**src/rtl/int_to_float_converter_if.sv**
```systemverilog
// rtl/int_to_float_converter_if.sv - operand/result handshake bundle for the int-to-float converter
interface int_to_float_converter_if #(
  parameter int MANTISSA_SIZE = 23,
  parameter int EXPONENT_SIZE = 8,
  parameter int INT_WIDTH     = 32
);
  localparam int RESULT_W = 1 + EXPONENT_SIZE + MANTISSA_SIZE;

  logic                 in_valid;
  logic                 in_ready;
  logic [INT_WIDTH-1:0] in_int;
  logic                 out_valid;
  logic                 out_ready;
  logic [RESULT_W-1:0]  result;

  modport master (
    output in_valid, in_int, out_ready,
    input  in_ready, out_valid, result
  );

  modport slave (
    input  in_valid, in_int, out_ready,
    output in_ready, out_valid, result
  );
endinterface

```
**src/rtl/int_to_float_converter.sv**
```systemverilog
// rtl/int_to_float_converter.sv - iterative signed integer to IEEE 754 converter, round-to-nearest-even
module int_to_float_converter #(
  parameter int MANTISSA_SIZE = 23,
  parameter int EXPONENT_SIZE = 8,
  parameter int INT_WIDTH     = 32
) (
  input  logic                     clk,
  input  logic                     rst,
  int_to_float_converter_if.slave  bus
);
  localparam int M        = MANTISSA_SIZE;
  localparam int E        = EXPONENT_SIZE;
  localparam int RESULT_W = 1 + E + M;
  localparam int NW       = $clog2(INT_WIDTH);
  localparam int BIAS     = (1 << (E - 1)) - 1;
  localparam logic [E-1:0] EXP_TOP = E'(BIAS + INT_WIDTH - 1);

  typedef enum logic [1:0] {
    IDLE  = 2'd0,
    NORM  = 2'd1,
    ROUND = 2'd2,
    DONE  = 2'd3
  } state_t;

  state_t                r_state;
  logic [INT_WIDTH-1:0]  r_mag;
  logic [NW-1:0]         r_n;
  logic                  r_sign;
  logic [RESULT_W-1:0]   r_result;
  logic                  r_out_valid;

  state_t                w_state_nxt;
  logic [INT_WIDTH-1:0]  w_mag_nxt;
  logic [NW-1:0]         w_n_nxt;
  logic                  w_sign_nxt;
  logic [RESULT_W-1:0]   w_result_nxt;
  logic                  w_out_valid_nxt;
  logic                  w_in_ready;

  logic [INT_WIDTH-1:0]  w_abs;
  logic [M-1:0]          w_frac;
  logic                  w_guard;
  logic                  w_sticky;
  logic                  w_round_up;
  logic [M:0]            w_frac_sum;
  logic                  w_carry;
  logic [E-1:0]          w_exp;
  logic [RESULT_W-1:0]   w_packed;

  // Unsigned view keeps the most negative input representable as 2^(INT_WIDTH-1).
  assign w_abs = bus.in_int[INT_WIDTH-1] ? ((~bus.in_int) + INT_WIDTH'(1)) : bus.in_int;

  assign w_frac     = r_mag[INT_WIDTH-2 -: M];
  assign w_guard    = r_mag[INT_WIDTH-2-M];
  assign w_sticky   = |r_mag[INT_WIDTH-3-M:0];
  assign w_round_up = w_guard & (w_sticky | w_frac[0]);
  assign w_frac_sum = {1'b0, w_frac} + (M+1)'(w_round_up);
  assign w_carry    = w_frac_sum[M];
  assign w_exp      = EXP_TOP - E'(r_n) + E'(w_carry);
  assign w_packed   = (r_mag == '0) ? '0 : {r_sign, w_exp, w_frac_sum[M-1:0]};

  always_comb begin
    w_state_nxt     = r_state;
    w_mag_nxt       = r_mag;
    w_n_nxt         = r_n;
    w_sign_nxt      = r_sign;
    w_result_nxt    = r_result;
    w_out_valid_nxt = r_out_valid;
    w_in_ready      = 1'b0;
    case (r_state)
      IDLE: begin
        w_in_ready = 1'b1;
        if (bus.in_valid) begin
          w_sign_nxt  = bus.in_int[INT_WIDTH-1];
          w_mag_nxt   = w_abs;
          w_n_nxt     = '0;
          w_state_nxt = (w_abs == '0) ? ROUND : NORM;
        end
      end
      NORM: begin
        if (!r_mag[INT_WIDTH-1]) begin
          w_mag_nxt = r_mag << 1;
          w_n_nxt   = r_n + NW'(1);
        end else begin
          w_state_nxt = ROUND;
        end
      end
      ROUND: begin
        w_result_nxt    = w_packed;
        w_out_valid_nxt = 1'b1;
        w_state_nxt     = DONE;
      end
      DONE: begin
        if (bus.out_ready) begin
          w_out_valid_nxt = 1'b0;
          w_state_nxt     = IDLE;
        end
      end
      default: w_state_nxt = IDLE;
    endcase
  end

  always_ff @(posedge clk or posedge rst) begin
    if (rst) begin
      r_state     <= IDLE;
      r_mag       <= '0;
      r_n         <= '0;
      r_sign      <= 1'b0;
      r_result    <= '0;
      r_out_valid <= 1'b0;
    end else begin
      r_state     <= w_state_nxt;
      r_mag       <= w_mag_nxt;
      r_n         <= w_n_nxt;
      r_sign      <= w_sign_nxt;
      r_result    <= w_result_nxt;
      r_out_valid <= w_out_valid_nxt;
    end
  end

  assign bus.in_ready  = w_in_ready;
  assign bus.out_valid = r_out_valid;
  assign bus.result    = r_result;
endmodule

```
**src/flat_wrapper.sv**
```systemverilog
// flat-port wrapper written by rule: the top's interface ports become plain ports
module int_to_float_converter_flat 
#(
  parameter int MANTISSA_SIZE = 23,
  parameter int EXPONENT_SIZE = 8,
  parameter int INT_WIDTH     = 32
)
  (clk, rst, bus_in_valid, bus_in_int, bus_out_ready, bus_in_ready, bus_out_valid, bus_result);
  int_to_float_converter_if #(.MANTISSA_SIZE(MANTISSA_SIZE), .EXPONENT_SIZE(EXPONENT_SIZE), .INT_WIDTH(INT_WIDTH)) bus_i ();
  input  logic clk;
  input  logic rst;
  input wire logic [$bits(bus_i.in_valid)-1:0] bus_in_valid;
  input wire logic [$bits(bus_i.in_int)-1:0] bus_in_int;
  input wire logic [$bits(bus_i.out_ready)-1:0] bus_out_ready;
  output wire logic [$bits(bus_i.in_ready)-1:0] bus_in_ready;
  output wire logic [$bits(bus_i.out_valid)-1:0] bus_out_valid;
  output wire logic [$bits(bus_i.result)-1:0] bus_result;
  assign bus_i.in_valid = bus_in_valid;
  assign bus_i.in_int = bus_in_int;
  assign bus_i.out_ready = bus_out_ready;
  assign bus_in_ready = bus_i.in_ready;
  assign bus_out_valid = bus_i.out_valid;
  assign bus_result = bus_i.result;
  int_to_float_converter #(.MANTISSA_SIZE(MANTISSA_SIZE), .EXPONENT_SIZE(EXPONENT_SIZE), .INT_WIDTH(INT_WIDTH)) u_core (.clk(clk), .rst(rst), .bus(bus_i));
endmodule
```
**config.mk**
```make
export PLATFORM = sky130hd
export DESIGN_NAME = int_to_float_converter_flat
export DESIGN_NICKNAME = d
export VERILOG_FILES = /design/src/rtl/int_to_float_converter_if.sv /design/src/rtl/int_to_float_converter.sv /design/src/flat_wrapper.sv
export SDC_FILE = /design/constraint.sdc
export NUM_CORES = 1
export LEC_CHECK = 0
export ABC_AREA = 1
export BUFFER_PORTS_ARGS = -buffer_cell sky130_fd_sc_hd__buf_2
export CAP_MARGIN = 25
export CORE_ASPECT_RATIO = 1.4
export CORE_UTILIZATION = 50
export CTS_CLUSTER_SIZE = 40
export DETAILED_ROUTE_END_ITERATION = 7
export GPL_TIMING_DRIVEN = 0
export MAX_ROUTING_LAYER = met4
export PLACE_DENSITY = 0.83
export SETUP_SLACK_MARGIN = 0.02
export SKIP_LAST_GASP = 1
export SYNTH_ARGS = -nofsm -noshare
export SYNTH_HDL_FRONTEND = slang
export SYNTH_SLANG_ARGS = --single-unit
```
**constraint.sdc**
```tcl
create_clock -name clk -period 4.8 [get_ports clk]
set_input_delay 0.24 -clock clk [delete_from_list [all_inputs] [get_ports clk]]
set_output_delay 0.24 -clock clk [all_outputs]
set_load 0.02 [all_outputs]
```
# Word level (Yosys, flattened, before mapping)
# Cells that the tools add are included.
# op_classes
addsub	5
eq_ne	7
mux	16
bitwise_logic	3
reduce_logical	11
# ops
cell	count
32-bit two-way mux	4
32-bit zero test	2
32-bit one-hot mux with 2 select lines	1
32-bit by 1-bit adder with 32-bit output (second input constant)	1
32-bit inverter	1
23-bit by 1-bit adder with 24-bit output	1
5-bit two-way mux	2
5-bit one-hot mux with 2 select lines	1
8-bit by 1-bit adder with 8-bit output	1
2-bit two-way mux	4
2-bit one-hot mux with 4 select lines	1
8-bit by 5-bit subtractor with 8-bit output (first input constant)	1
7-bit OR reduction	1
2-bit inequality test (second input constant)	3
2-bit AND reduction	3
3-bit AND reduction	2
5-bit by 1-bit adder with 5-bit output (second input constant)	1
2-bit equality test (second input constant)	2
2-bit nonzero test	2
2-bit by 1-bit equality test with 1-bit output (second input constant)	1
2-bit zero test	1
1-bit two-way mux	2
2-bit by 1-bit inequality test with 1-bit output (second input constant)	1
1-bit one-hot mux with 2 select lines	1
2 further kinds	2
# word_totals
regBits	73
input_bits	36
output_inout_bits	34
word_cells	49

# Longest topological paths before layout
# Gate-level depths: netlist of the first run.
# logic_depth
ltp_word	7
ltp_mapped	16
depth_no_buf	16

# Worst setup path before layout of the first run
# Ideal clock, no wire load.
# synth_path
path_type	reg-to-reg
startpoint	reg u_core.r_mag[10]
endpoint	reg u_core.r_result[27] (netlist: u_core.bus.result[27])
setup_time_ns	0.124
t_arrival_ns	1.876
required_ns	4.676
path_slack_ns	2.800
path_stages_with_launch	14
n_path_buf	0
period_less_slack_ns	2.000
path_cell_list	dfrtp_1 > inv_1 > nor3_4 > nand4_2 > nor2_4 > nand3_2 > nor2_2 > nand2_1 > ha_1 > ha_1 > nand3_1 > nor2_1 > nand2_1 > nand3_1
# synth_via
elab_chain_len	3
word_cells_on_any_way	4
classes_between	add/sub (2); mux (1); reduce/logical (1)
# synth_lines
item	line_no	rtl
start: declaration	int_to_float_converter.sv:26	logic [INT_WIDTH-1:0] r_mag;
start signal: assignment	int_to_float_converter.sv:113	r_mag <= w_mag_nxt;
23-bit by 1-bit adder with 24-bit output	int_to_float_converter.sv:57	assign w_frac_sum = {1'b0, w_frac} + (M+1)'(w_round_up);
8-bit by 1-bit adder with 8-bit output	int_to_float_converter.sv:59	assign w_exp = EXP_TOP - E'(r_n) + E'(w_carry);
32-bit two-way mux (*)	int_to_float_converter.sv:60	assign w_packed = (r_mag == '0) ? '0 : {r_sign, w_exp, w_frac_sum[M-1:0]};
end signal: assignment	int_to_float_converter.sv:116	r_result <= w_result_nxt;
end: declaration	int_to_float_converter.sv:29	logic [RESULT_W-1:0] r_result;
# Every way passes the cells marked *; elsewhere a longest branch is shown, timed or not.
# A chain may end at the register's enable or synchronous reset.

# Worst setup path in the final report of the first run
# Ends and elaborated chain as after synthesis.

==> impl_metrics.env, run 1 <==
export IMPL_startpoint="u_core.r_mag[10]$_DFFE_PP0P_"
export IMPL_swShare_pct=45.6
export IMPL_clock_skew_ps=5.36
export IMPL_cts_tree="done"
export IMPL_root_buffer="clkbuf_16"
export IMPL_dpl_hpwl_um=10300
export IMPL_ys_types=37
export IMPL_dieHeight_um=120
export IMPL_gr_total_overflow=0
export IMPL_reg2reg_depth=13
export IMPL_synth_top_area_cell="dfrtp_1"
export IMPL_hold_class="in -> async"
export IMPL_crit_end="u_core.bus.result[27]$_DFFE_PP0P_"
export IMPL_io_pins=70
export IMPL_r2r_end="u_core.bus.result[27]$_DFFE_PP0P_"
export IMPL_status="completed"
export IMPL_drc=0
export IMPL_ys_dominant_reg_cell="dfrtp_1"
export IMPL_min_period_over_period_pct=49.5
export IMPL_comb_power_share_pct=48.6
export IMPL_ant_nets=0
export IMPL_vias=5080
export IMPL_worstSetupPathType="reg -> reg"
export IMPL_placed_area_um2=5470
export IMPL_power_leakage_uw=0.00301
export IMPL_grt_pass1_vias=4781
export IMPL_reg2reg_from="u_core.r_mag[10]$_DFFE_PP0P_"
export IMPL_rsz0062_at_grt="false"
export IMPL_synth_seq_cells=73
export IMPL_arrival_ps=2600
export IMPL_crit_required_ps=5020
export IMPL_gp_congestion=0.940
export IMPL_synthesis_area_um2=4960
export IMPL_area_growth_pct=16.9
export IMPL_fin_setup_tns_ps=0
export IMPL_clkSinkCount=73
export IMPL_htreeDepth=3
export IMPL_grtUsageTotal_pct=28.2
export IMPL_vias_per_cell=5.38
export IMPL_clkPwrFrac_pct=19.6
export IMPL_routedWlPerCell_um=14.0
export IMPL_min_period_ps=2370
export IMPL_fmax_ghz=0.421
export IMPL_synth_top_area_share_pct=36.9
export IMPL_design_die_area_um2=10300
export IMPL_die_w_um=86.2
export IMPL_vdd_drop_max_mv=0.207
export IMPL_cts_repair_resized=0
export IMPL_p_int_uw=2040
export IMPL_core_um2=9560
export IMPL_setup_violations=0
export IMPL_p_per_area_nw_per_um2=646
export IMPL_drt_iter0_markers=393
export IMPL_p_sw_uw=1710
export IMPL_grt_first_pass_wirelength_um=22000
export IMPL_port_buffers=68
export IMPL_ys_top_cells_by_count="nand2_1, inv_1, nor2_1, dfrtp_1, nand3_1"
export IMPL_worstSetupEndpointType="register"
export IMPL_timing_max_slew_rel_slack_pct=41.8
export IMPL_clock_latency_ps=340
export IMPL_first_pass_iters=5
export IMPL_maxSlewViolCount=0
export IMPL_regToRegSetupSlack_ps=2430
export IMPL_synth_most_common_cell="nand2_1"
export IMPL_final_util_pct=60.6
export IMPL_async_flop_share_pct=100
export IMPL_finalWirelength_um=13200
export IMPL_initial_core_util_pct=51.8
export IMPL_yosysSeqAreaShare_pct=36.9
export IMPL_synth_nets=773
export IMPL_avgSynthCellArea_um2=6.81
export IMPL_cp_max_fo=5
export IMPL_ctsHoldBuffers=0
export IMPL_ys_warn_count=0
export IMPL_path_clk_slew_ps=60
export IMPL_cts_inserted_buffers=9
export IMPL_num_rows=42
export IMPL_tightest_slew_ps=873
export IMPL_cap_violations=0
export IMPL_finalHoldViolCount=0
export IMPL_power_frac_seq_pct=31.8
export IMPL_synth_edf_count=0
export IMPL_fill_cells=960
export IMPL_diodes=0
export IMPL_synthCells=728
export IMPL_clockBufferDepth=2
export IMPL_design_area_um2=5800
export IMPL_synthTopCellsByArea="dfrtp_1, nand2_1, inv_1"
export IMPL_fin_nets=852
export IMPL_drive_gt1_share_pct=15.0
export IMPL_start_kind="register"
export IMPL_preCtsSetupSlack_ps=2460
export IMPL_worst_slack_ps=2430
export IMPL_grt_start_max_net_pins=74
export IMPL_cts_setup_buffers=0
export IMPL_antenna_found_initial=0
-- how the worst min path moves through the flow --
| stage | to | cells past startpoint |
|---|---|---|
| 2_1_floorplan | u_core.bus.out_valid$_DFFE_PP0P_ | 2 |
| 3_3_place_gp | u_core.bus.result[20]$_DFFE_PP0P_ | 2 |
| 3_5_place_dp | u_core.bus.result[22]$_DFFE_PP0P_ | 2 |
| 4_1_cts | u_core.r_mag[9]$_DFFE_PP0P_ | 2 |
| 5_1_grt | u_core.bus.result[23]$_DFFE_PP0P_ | 2 |
| 6_report | u_core.bus.result[23]$_DFFE_PP0P_ | 2 |
-- critical path, stage by stage (launching register included) --
cell and delay [ps]:
dfrtp_1 380, inv_1 120, nor3_4 290, nand4_2 170
nor2_4 170, nand3_2 90, nor2_2 130, nand2_1 140
ha_1 230, ha_1 210, nand3_1 110, nor2_1 50
nand2_1 90, nand3_1 80
-- power by group through the flow --
stage | Clock [uW] | Combinational (uW) | Sequential [uW]
2_1_floorplan | 0 | 1140 | 1300
3_3_place_gp | 0 | 1750 | 1170
3_5_place_dp | 0 | 1790 | 1190
4_1_cts | 739 | 1820 | 1180
5_1_grt | 764 | 2030 | 1220
6_report | 735 | 1820 | 1190
-- per-stage QoR --
stage               total power (uW)  hold slack [ps]  std cells
floorplan                       2440              414        728
global placement                2920              459        928
detailed placement              2980              462        928
CTS                             3740              123        944
global route                    4020              168        944
finish                          3740             81.5        944
-- layout by cell type, fill, tap and decap left out, types with 3 or more instances in the layout --
| cell | netlist | final |
|---|---|---|
| a21oi_1 | 45 | 45 |
| a22oi_1 | 19 | 19 |
| a2bb2oi_1 | 5 | 5 |
| a32o_1 | 4 | 4 |
| buf_2 | 4 | 72 |
| clkbuf_1 | 16 | 17 |
| clkbuf_16 | 0 | 9 |
| clkbuf_8 | 1 | 3 |
| dfrtp_1 | 73 | 73 |
| ha_1 | 9 | 9 |
| inv_1 | 87 | 86 |
| inv_2 | 3 | 3 |
| nand2_1 | 216 | 216 |
| nand2_2 | 10 | 10 |
| nand3_1 | 49 | 49 |
| nand3b_1 | 7 | 7 |
| nand4_1 | 10 | 10 |
| nor2_1 | 80 | 80 |
| nor2_2 | 7 | 7 |
| nor2_4 | 4 | 4 |
| nor3_1 | 5 | 5 |
| o211ai_1 | 3 | 3 |
| o21ai_0 | 38 | 38 |
| o21ai_1 | 3 | 3 |
| o31ai_1 | 3 | 3 |
| xor2_1 | 6 | 6 |
-- registers in the layout, indices dropped and copies added, names as in the netlist --
name	count
u_core.bus.result	32
u_core.r_mag	32
u_core.r_n	5
u_core.r_state	2
u_core.bus.out_valid	1
u_core.r_sign	1
-- layer usage --
| layer | global-route usage [%] | routed length, um | up-vias |
|---|---|---|---|
| li1 | - | - | 2534 |
| met1 | 31.2 | 5390 | 2345 |
| met2 | 48.3 | 6690 | 165 |
| met3 | 3.92 | 545 | 36 |
| met4 | 15.8 | 554 | 0 |
| met5 | - | 0 | - |
-- final cells by class --
cell class / count / area (um^2) / area share (%)
Inverter: 90 / 340 / 5.87
Timing Repair Buffer: 68 / 340 / 5.87
Tap cell: 132 / 165 / 2.85
Clock buffer: 12 / 256 / 4.42
Multi-Input combinational cell: 542 / 2680 / 46.3
Buffer: 23 / 109 / 1.88
Clock inverter: 4 / 75.1 / 1.30
Sequential cell: 73 / 1830 / 31.5
-- kinds of logic (layout without fill, tap and decap cells) --
kind of cell | after synthesis | count (layout) | share of synthesized area (%)
compound gates | 128 | 128 | 15.3
xor+xnor | 8 | 8 | 1.41
fa+ha+maj | 9 | 9 | 2.27
buf+inv | 113 | 197 | 9.01
flops | 73 | 73 | 36.9
simple gates | 397 | 397 | 35.1
Note: power is estimated with default switching activity, not from simulation.
==> run 2: changes to the inputs <==
ABC_AREA = 0   (was 1)
clock period = 2.49 ns   (was 4.8 ns; I/O delays follow)
==> impl_metrics.env, run 2 <==
export IMPL_ant_nets=0
export IMPL_clock_skew_ps=6.38
export IMPL_drt_iter0_markers=319
export IMPL_worstSetupEndpointType="register"
export IMPL_cap_violations=0
export IMPL_synth_top_area_share_pct=37.4
export IMPL_yosys_area_share_adder_pct=2.31
export IMPL_synthCells=589
export IMPL_yosysSeqAreaShare_pct=37.4
export IMPL_placed_area_um2=5370
export IMPL_clkSinkCount=73
export IMPL_synth_seq_cells=73
export IMPL_design_die_area_um2=10200
export IMPL_first_pass_iters=6
export IMPL_reg2reg_depth=10
export IMPL_fin_setup_tns_ps=-1420
export IMPL_regToRegSetupSlack_ps=-330
export IMPL_ys_top_cells_by_count="dfrtp_1, nand2_1, nor2_1, xor2_1, clkbuf_1"
export IMPL_p_sw_uw=3160
export IMPL_grt_start_max_net_pins=74
export IMPL_drc=0
export IMPL_arrival_ps=3050
export IMPL_io_pins=70
export IMPL_routedWlPerCell_um=17.9
export IMPL_slowest_delay_ps=580
export IMPL_power_leakage_uw=0.00245
export IMPL_power_frac_seq_pct=31.9
export IMPL_port_buffers=65
export IMPL_synthTopCellsByArea="dfrtp_1, xor2_1, nand2_1"
export IMPL_design_area_um2=5970
export IMPL_clkPwrFrac_pct=17.5
export IMPL_worstSetupPathType="reg -> reg"
export IMPL_synth_xor_area_share_pct=9.52
export IMPL_ys_warn_count=0
export IMPL_clockBufferDepth=2
export IMPL_crit_required_ps=2720
export IMPL_grt_first_pass_wirelength_um=22600
export IMPL_vias_per_cell=6.13
export IMPL_startpoint="u_core.r_state[0]$_DFFE_PP0P_"
export IMPL_ys_types=56
export IMPL_p_int_uw=3950
export IMPL_finalWirelength_um=14300
export IMPL_drive_gt1_share_pct=22.4
export IMPL_mostFrequentLayoutCell="dfrtp_1"
export IMPL_cp_top_family="simple AND/OR/NAND/NOR gates"
export IMPL_worst_slack_ps=-327
export IMPL_synth_compound_gate_area_share_pct=20.9
export IMPL_swShare_pct=44.5
export IMPL_async_flop_share_pct=100
export IMPL_hold_class="in -> async"
export IMPL_ys_dominant_reg_cell="dfrtp_1"
export IMPL_violations="hold timing, setup timing"
export IMPL_min_period_ps=2820
export IMPL_synth_top_family_by_area="simple AND/OR/NAND/NOR gates"
export IMPL_core_um2=9460
export IMPL_die_w_um=85.5
export IMPL_comb_power_share_pct=50.6
export IMPL_cts_inserted_buffers=9
export IMPL_synth_top_area_cell="dfrtp_1"
export IMPL_synth_edf_count=0
export IMPL_grtUsageTotal_pct=29.4
export IMPL_root_buffer="clkbuf_16"
export IMPL_clock_latency_ps=340
export IMPL_crit_chain="inv_2 -> ha_4 -> buf_8 -> nor2b_4 -> nor4_4 -> o2111ai_2 -> nor4bb_2 -> nand4_1 -> or4_4 -> a21boi_2"
export IMPL_dieHeight_um=119
export IMPL_htreeDepth=3
export IMPL_grt_pass1_vias=4664
export IMPL_maxSlewViolCount=0
export IMPL_fmax_ghz=0.355
export IMPL_vdd_drop_max_mv=0.461
export IMPL_slowest_stage="or4_4"
export IMPL_critPathBufInv=2
export IMPL_cts_tree="done"
export IMPL_synth_most_common_cell="dfrtp_1"
export IMPL_start_kind="register"
export IMPL_preCtsSetupSlack_ps=-831
export IMPL_reg2reg_from="u_core.r_state[0]$_DFFE_PP0P_"
export IMPL_antenna_found_initial=0
export IMPL_tightest_slew_ps=877
export IMPL_status="finished, violations left"
export IMPL_holdWs_ps=-23.7
export IMPL_path_clk_slew_ps=60
export IMPL_setup_violations=9
export IMPL_vias=4891
export IMPL_r2r_end="u_core.r_state[0]$_DFFE_PP0P_"
export IMPL_synth_area_mux_share_pct=1.10
export IMPL_num_rows=42
export IMPL_gp_congestion=0.952
export IMPL_finalHoldViolCount=61
export IMPL_cp_max_fo=4
export IMPL_synthSimpleGateAreaFrac_pct=23.4
export IMPL_avgSynthCellArea_um2=8.28
export IMPL_area_growth_pct=22.4
export IMPL_synthesis_area_um2=4880
export IMPL_p_total_uw=7110
export IMPL_synth_nets=634
export IMPL_initial_core_util_pct=51.6
export IMPL_dpl_hpwl_um=10100
export IMPL_min_period_over_period_pct=113
export IMPL_timing_max_slew_rel_slack_pct=41.5
export IMPL_p_per_area_nw_per_um2=1190
export IMPL_layout_common_cells="dfrtp_1, buf_2, nand2_1"
export IMPL_gr_total_overflow=0
export IMPL_rsz0062_at_grt="true"
export IMPL_diodes=0
export IMPL_fin_nets=732
[run 2: cell type report]
type / instances / area, um^2
inverter: 19 / 73.8
buffer: 42 / 215
multi-input combinational: 453 / 2930
clock buffer: 11 / 243
clock inverter: 1 / 30.0
sequential: 73 / 1830
timing repair buffer: 89 / 508
tap: 110 / 138
fill: 767 / 3490
[run 2: repair_timing]
item | CTS | global route
endpoints found under the setup margin | 38 | 20
pin swaps | 8 | 8
setup buffers | 7 | 16
hold buffers | 1 | 0
hold endpoints to repair | 1 | 0
resized for setup | 25 | 17
[run 2: through the flow]
step	hold slack [ps]	std cells	utilization [%]
2_1_floorplan	233	589	-
6_report	-23.7	798	63.1
5_1_grt	65.8	798	63.1
3_3_place_gp	333	764	56.8
4_1_cts	14.7	782	61.2
3_5_place_dp	344	764	56.8
[run 2: cell families after synthesis]
group / after synthesis
simple gates: 231
compound gates: 155
flops: 73
buf+inv: 63
xor+xnor: 53
fa+ha+maj: 9
mux: 5
[run 2: worst register-to-register path, stage by stage, from the launching register on]
cell,delay (ps)
dfrtp_1,410
inv_2,70
ha_4,170
buf_8,120
nor2b_4,130
nor4_4,310
o2111ai_2,160
nor4bb_2,410
nand4_1,170
or4_4,580
a21boi_2,180
[run 2: how the worst max path moves through the flow]
stage               slack, ps                            end  cells after the start
finish                   -330  u_core.r_state[0]$_DFFE_PP0P_                     10
global route             -380  u_core.r_state[0]$_DFFE_PP0P_                     10
detailed placement       -830  u_core.r_state[0]$_DFFE_PP0P_                     12
floorplan                -350  u_core.r_state[0]$_DFFE_PP0P_                     10
global placement         -830  u_core.r_state[0]$_DFFE_PP0P_                     12
CTS                      -310  u_core.r_state[0]$_DFFE_PP0P_                     10
[run 2: metal layers]
metal | vias to the layer above | routed length, um | global-route usage [%]
met2 | 222 | 7280 | 49.4
met3 | 42 | 681 | 3.12
met5 | - | 0 | -
met4 | 0 | 582 | 17.0
li1 | 2319 | - | -
met1 | 2308 | 5760 | 34.0
[run 2: power groups by stage]
stage          Clock (uW)  Combinational (uW)  Sequential (uW)
6_report             1240                3600             2270
2_1_floorplan           0                1980             2460
5_1_grt              1290                3920             2350
3_5_place_dp            0                3150             2280
3_3_place_gp            0                3060             2250
4_1_cts              1240                3300             2260
==> run 3: changes to the inputs <==
SLEW_MARGIN = 15   (was unset)
TNS_END_PERCENT = 1   (was unset)
==> impl_metrics.env, run 3 (same netlist as run 2, synthesis figures left out) <==
export IMPL_holdWs_ps=80.9
export IMPL_finalWirelength_um=14900
export IMPL_worst_slack_ps=-301
export IMPL_clock_latency_ps=340
export IMPL_arrival_ps=3010
export IMPL_placed_area_um2=5390
export IMPL_design_die_area_um2=10200
export IMPL_start_kind="primary input"
export IMPL_cap_violations=0
export IMPL_num_rows=42
export IMPL_cp_max_fo=7
export IMPL_violations="setup timing"
export IMPL_die_w_um=85.5
export IMPL_reg2reg_depth=10
export IMPL_dp_cells=765
export IMPL_area_growth_pct=24.1
export IMPL_min_period_ps=2790
export IMPL_gr_total_overflow=0
export IMPL_path_clk_slew_ps=60
export IMPL_vdd_drop_max_mv=0.481
export IMPL_layout_common_cells="dfrtp_1, buf_2, nand2_1"
export IMPL_htreeDepth=3
export IMPL_comb_power_share_pct=51.6
export IMPL_fin_nets=734
export IMPL_p_per_area_nw_per_um2=1180
export IMPL_core_um2=9460
export IMPL_p_total_uw=7130
export IMPL_dieHeight_um=119
export IMPL_grt_first_pass_wirelength_um=23000
export IMPL_crit_required_ps=2710
export IMPL_port_buffers=65
export IMPL_diodes=0
export IMPL_preCtsSetupSlack_ps=-850
export IMPL_cts_tree="done"
export IMPL_grt_start_max_net_pins=39
export IMPL_power_frac_seq_pct=32.1
export IMPL_power_leakage_uw=0.00248
export IMPL_dr_max_layer_used="met4"
export IMPL_dpl_hpwl_um=10300
export IMPL_ant_nets=0
export IMPL_worstSetupEndpointType="register"
export IMPL_drc=0
export IMPL_cts_inserted_buffers=9
export IMPL_fmax_ghz=0.358
export IMPL_clkPwrFrac_pct=16.3
export IMPL_maxSlewViolCount=0
export IMPL_holdPathStages=2
export IMPL_setup_violations=25
export IMPL_drive_gt1_share_pct=22.5
export IMPL_p_sw_uw=3270
export IMPL_initial_core_util_pct=51.6
export IMPL_status="finished, violations left"
export IMPL_first_pass_iters=5
export IMPL_design_area_um2=6050
export IMPL_drt_iter0_markers=466
export IMPL_gp_congestion=0.949
export IMPL_grtUsageTotal_pct=29.8
export IMPL_met1_length_um=5760
export IMPL_io_pins=70
export IMPL_antenna_found_initial=0
export IMPL_met3_length_um=889
export IMPL_timing_max_slew_rel_slack_pct=42.8
export IMPL_p_int_uw=3860
export IMPL_root_buffer="clkbuf_16"
export IMPL_hold_class="in -> reg"
export IMPL_finalHoldViolCount=0
export IMPL_vias_per_cell=6.24
export IMPL_rsz0062_at_grt="true"
export IMPL_tightest_slew_ps=850
export IMPL_clkSinkCount=73
export IMPL_clock_skew_ps=9.98
export IMPL_min_period_over_period_pct=112
export IMPL_routedWlPerCell_um=18.5
export IMPL_final_cells=803
export IMPL_worstSetupPathType="in -> reg"
export IMPL_grt_pass1_vias=4758
export IMPL_clockBufferDepth=2
export IMPL_swShare_pct=45.9
export IMPL_wl_met2_um=7430
export IMPL_mostFrequentLayoutCell="dfrtp_1"
export IMPL_vias=5007
==> run 3: cell type report <==
| cell class | instances | area, um^2 |
|---|---|---|
| fillers | 794 | 3410 |
| multi-input cells | 453 | 2990 |
| flip-flops and latches | 73 | 1830 |
| repair buffers | 93 | 561 |
| clock buffers | 12 | 246 |
| plain buffers | 40 | 200 |
| well taps | 110 | 138 |
| inverters | 19 | 73.8 |
| clock inverters | 3 | 17.5 |
==> run 3: timing repair <==
action,CTS,global route
endpoints found under the setup margin,39,40
buffers inserted,10,15
cloned,0,0
pin swaps,9,18
endpoints found under the hold margin,36,0
hold buffers,2,0
resized for setup,30,22
==> run 3: per-stage QoR <==
| step | TNS, ps | util (%) |
|---|---|---|
| 2_1_floorplan | -600 | - |
| 3_3_place_gp | -18420 | 56.8 |
| 3_5_place_dp | -5810 | 57.0 |
| 4_1_cts | -2070 | 62.2 |
| 5_1_grt | -5060 | 64.0 |
| 6_report | -3190 | 64.0 |
==> run 3: layer usage <==
| layer | GRT usage, % | vias to the layer above |
|---|---|---|
| li1 | - | 2325 |
| met1 | 33.4 | 2348 |
| met2 | 49.8 | 265 |
| met3 | 4.44 | 69 |
| met4 | 17.8 | 0 |
| met5 | - | - |
==> run 3: worst paths after layout <==
kind	startpoint	endpoint	slack (ps)
worst max-delay path	bus_in_int[6]	u_core.r_state[0]$_DFFE_PP0P_	-300
worst min-delay path	bus_in_int[0]	u_core.r_mag[0]$_DFFE_PP0P_	80
worst max register to register	u_core.r_state[0]$_DFFE_PP0P_	u_core.r_state[0]$_DFFE_PP0P_	-260
worst min register to register	u_core.r_sign$_DFFE_PP0P_	u_core.r_sign$_DFFE_PP0P_	500
max in group asynchronous	rst	u_core.r_mag[26]$_DFFE_PP0P_	1590
min in group asynchronous	rst	u_core.bus.result[10]$_DFFE_PP0P_	360
==> run 3: power groups by stage <==
stage	clock network, uW	registers [uW]	logic [uW]
global placement	0	2250	3060
detailed placement	0	2280	3150
floorplan	0	2460	1980
finish	1160	2290	3680
CTS	1160	2260	3400
global route	1220	2360	3970
==> run 3: worst max-delay path: stages <==
cell	delay, ps
buf_2	120
or4_4	590
or4_4	590
buf_12	160
o41ai_2	240
xor2_1	270
o211ai_1	160
or4_4	560
a21boi_2	180
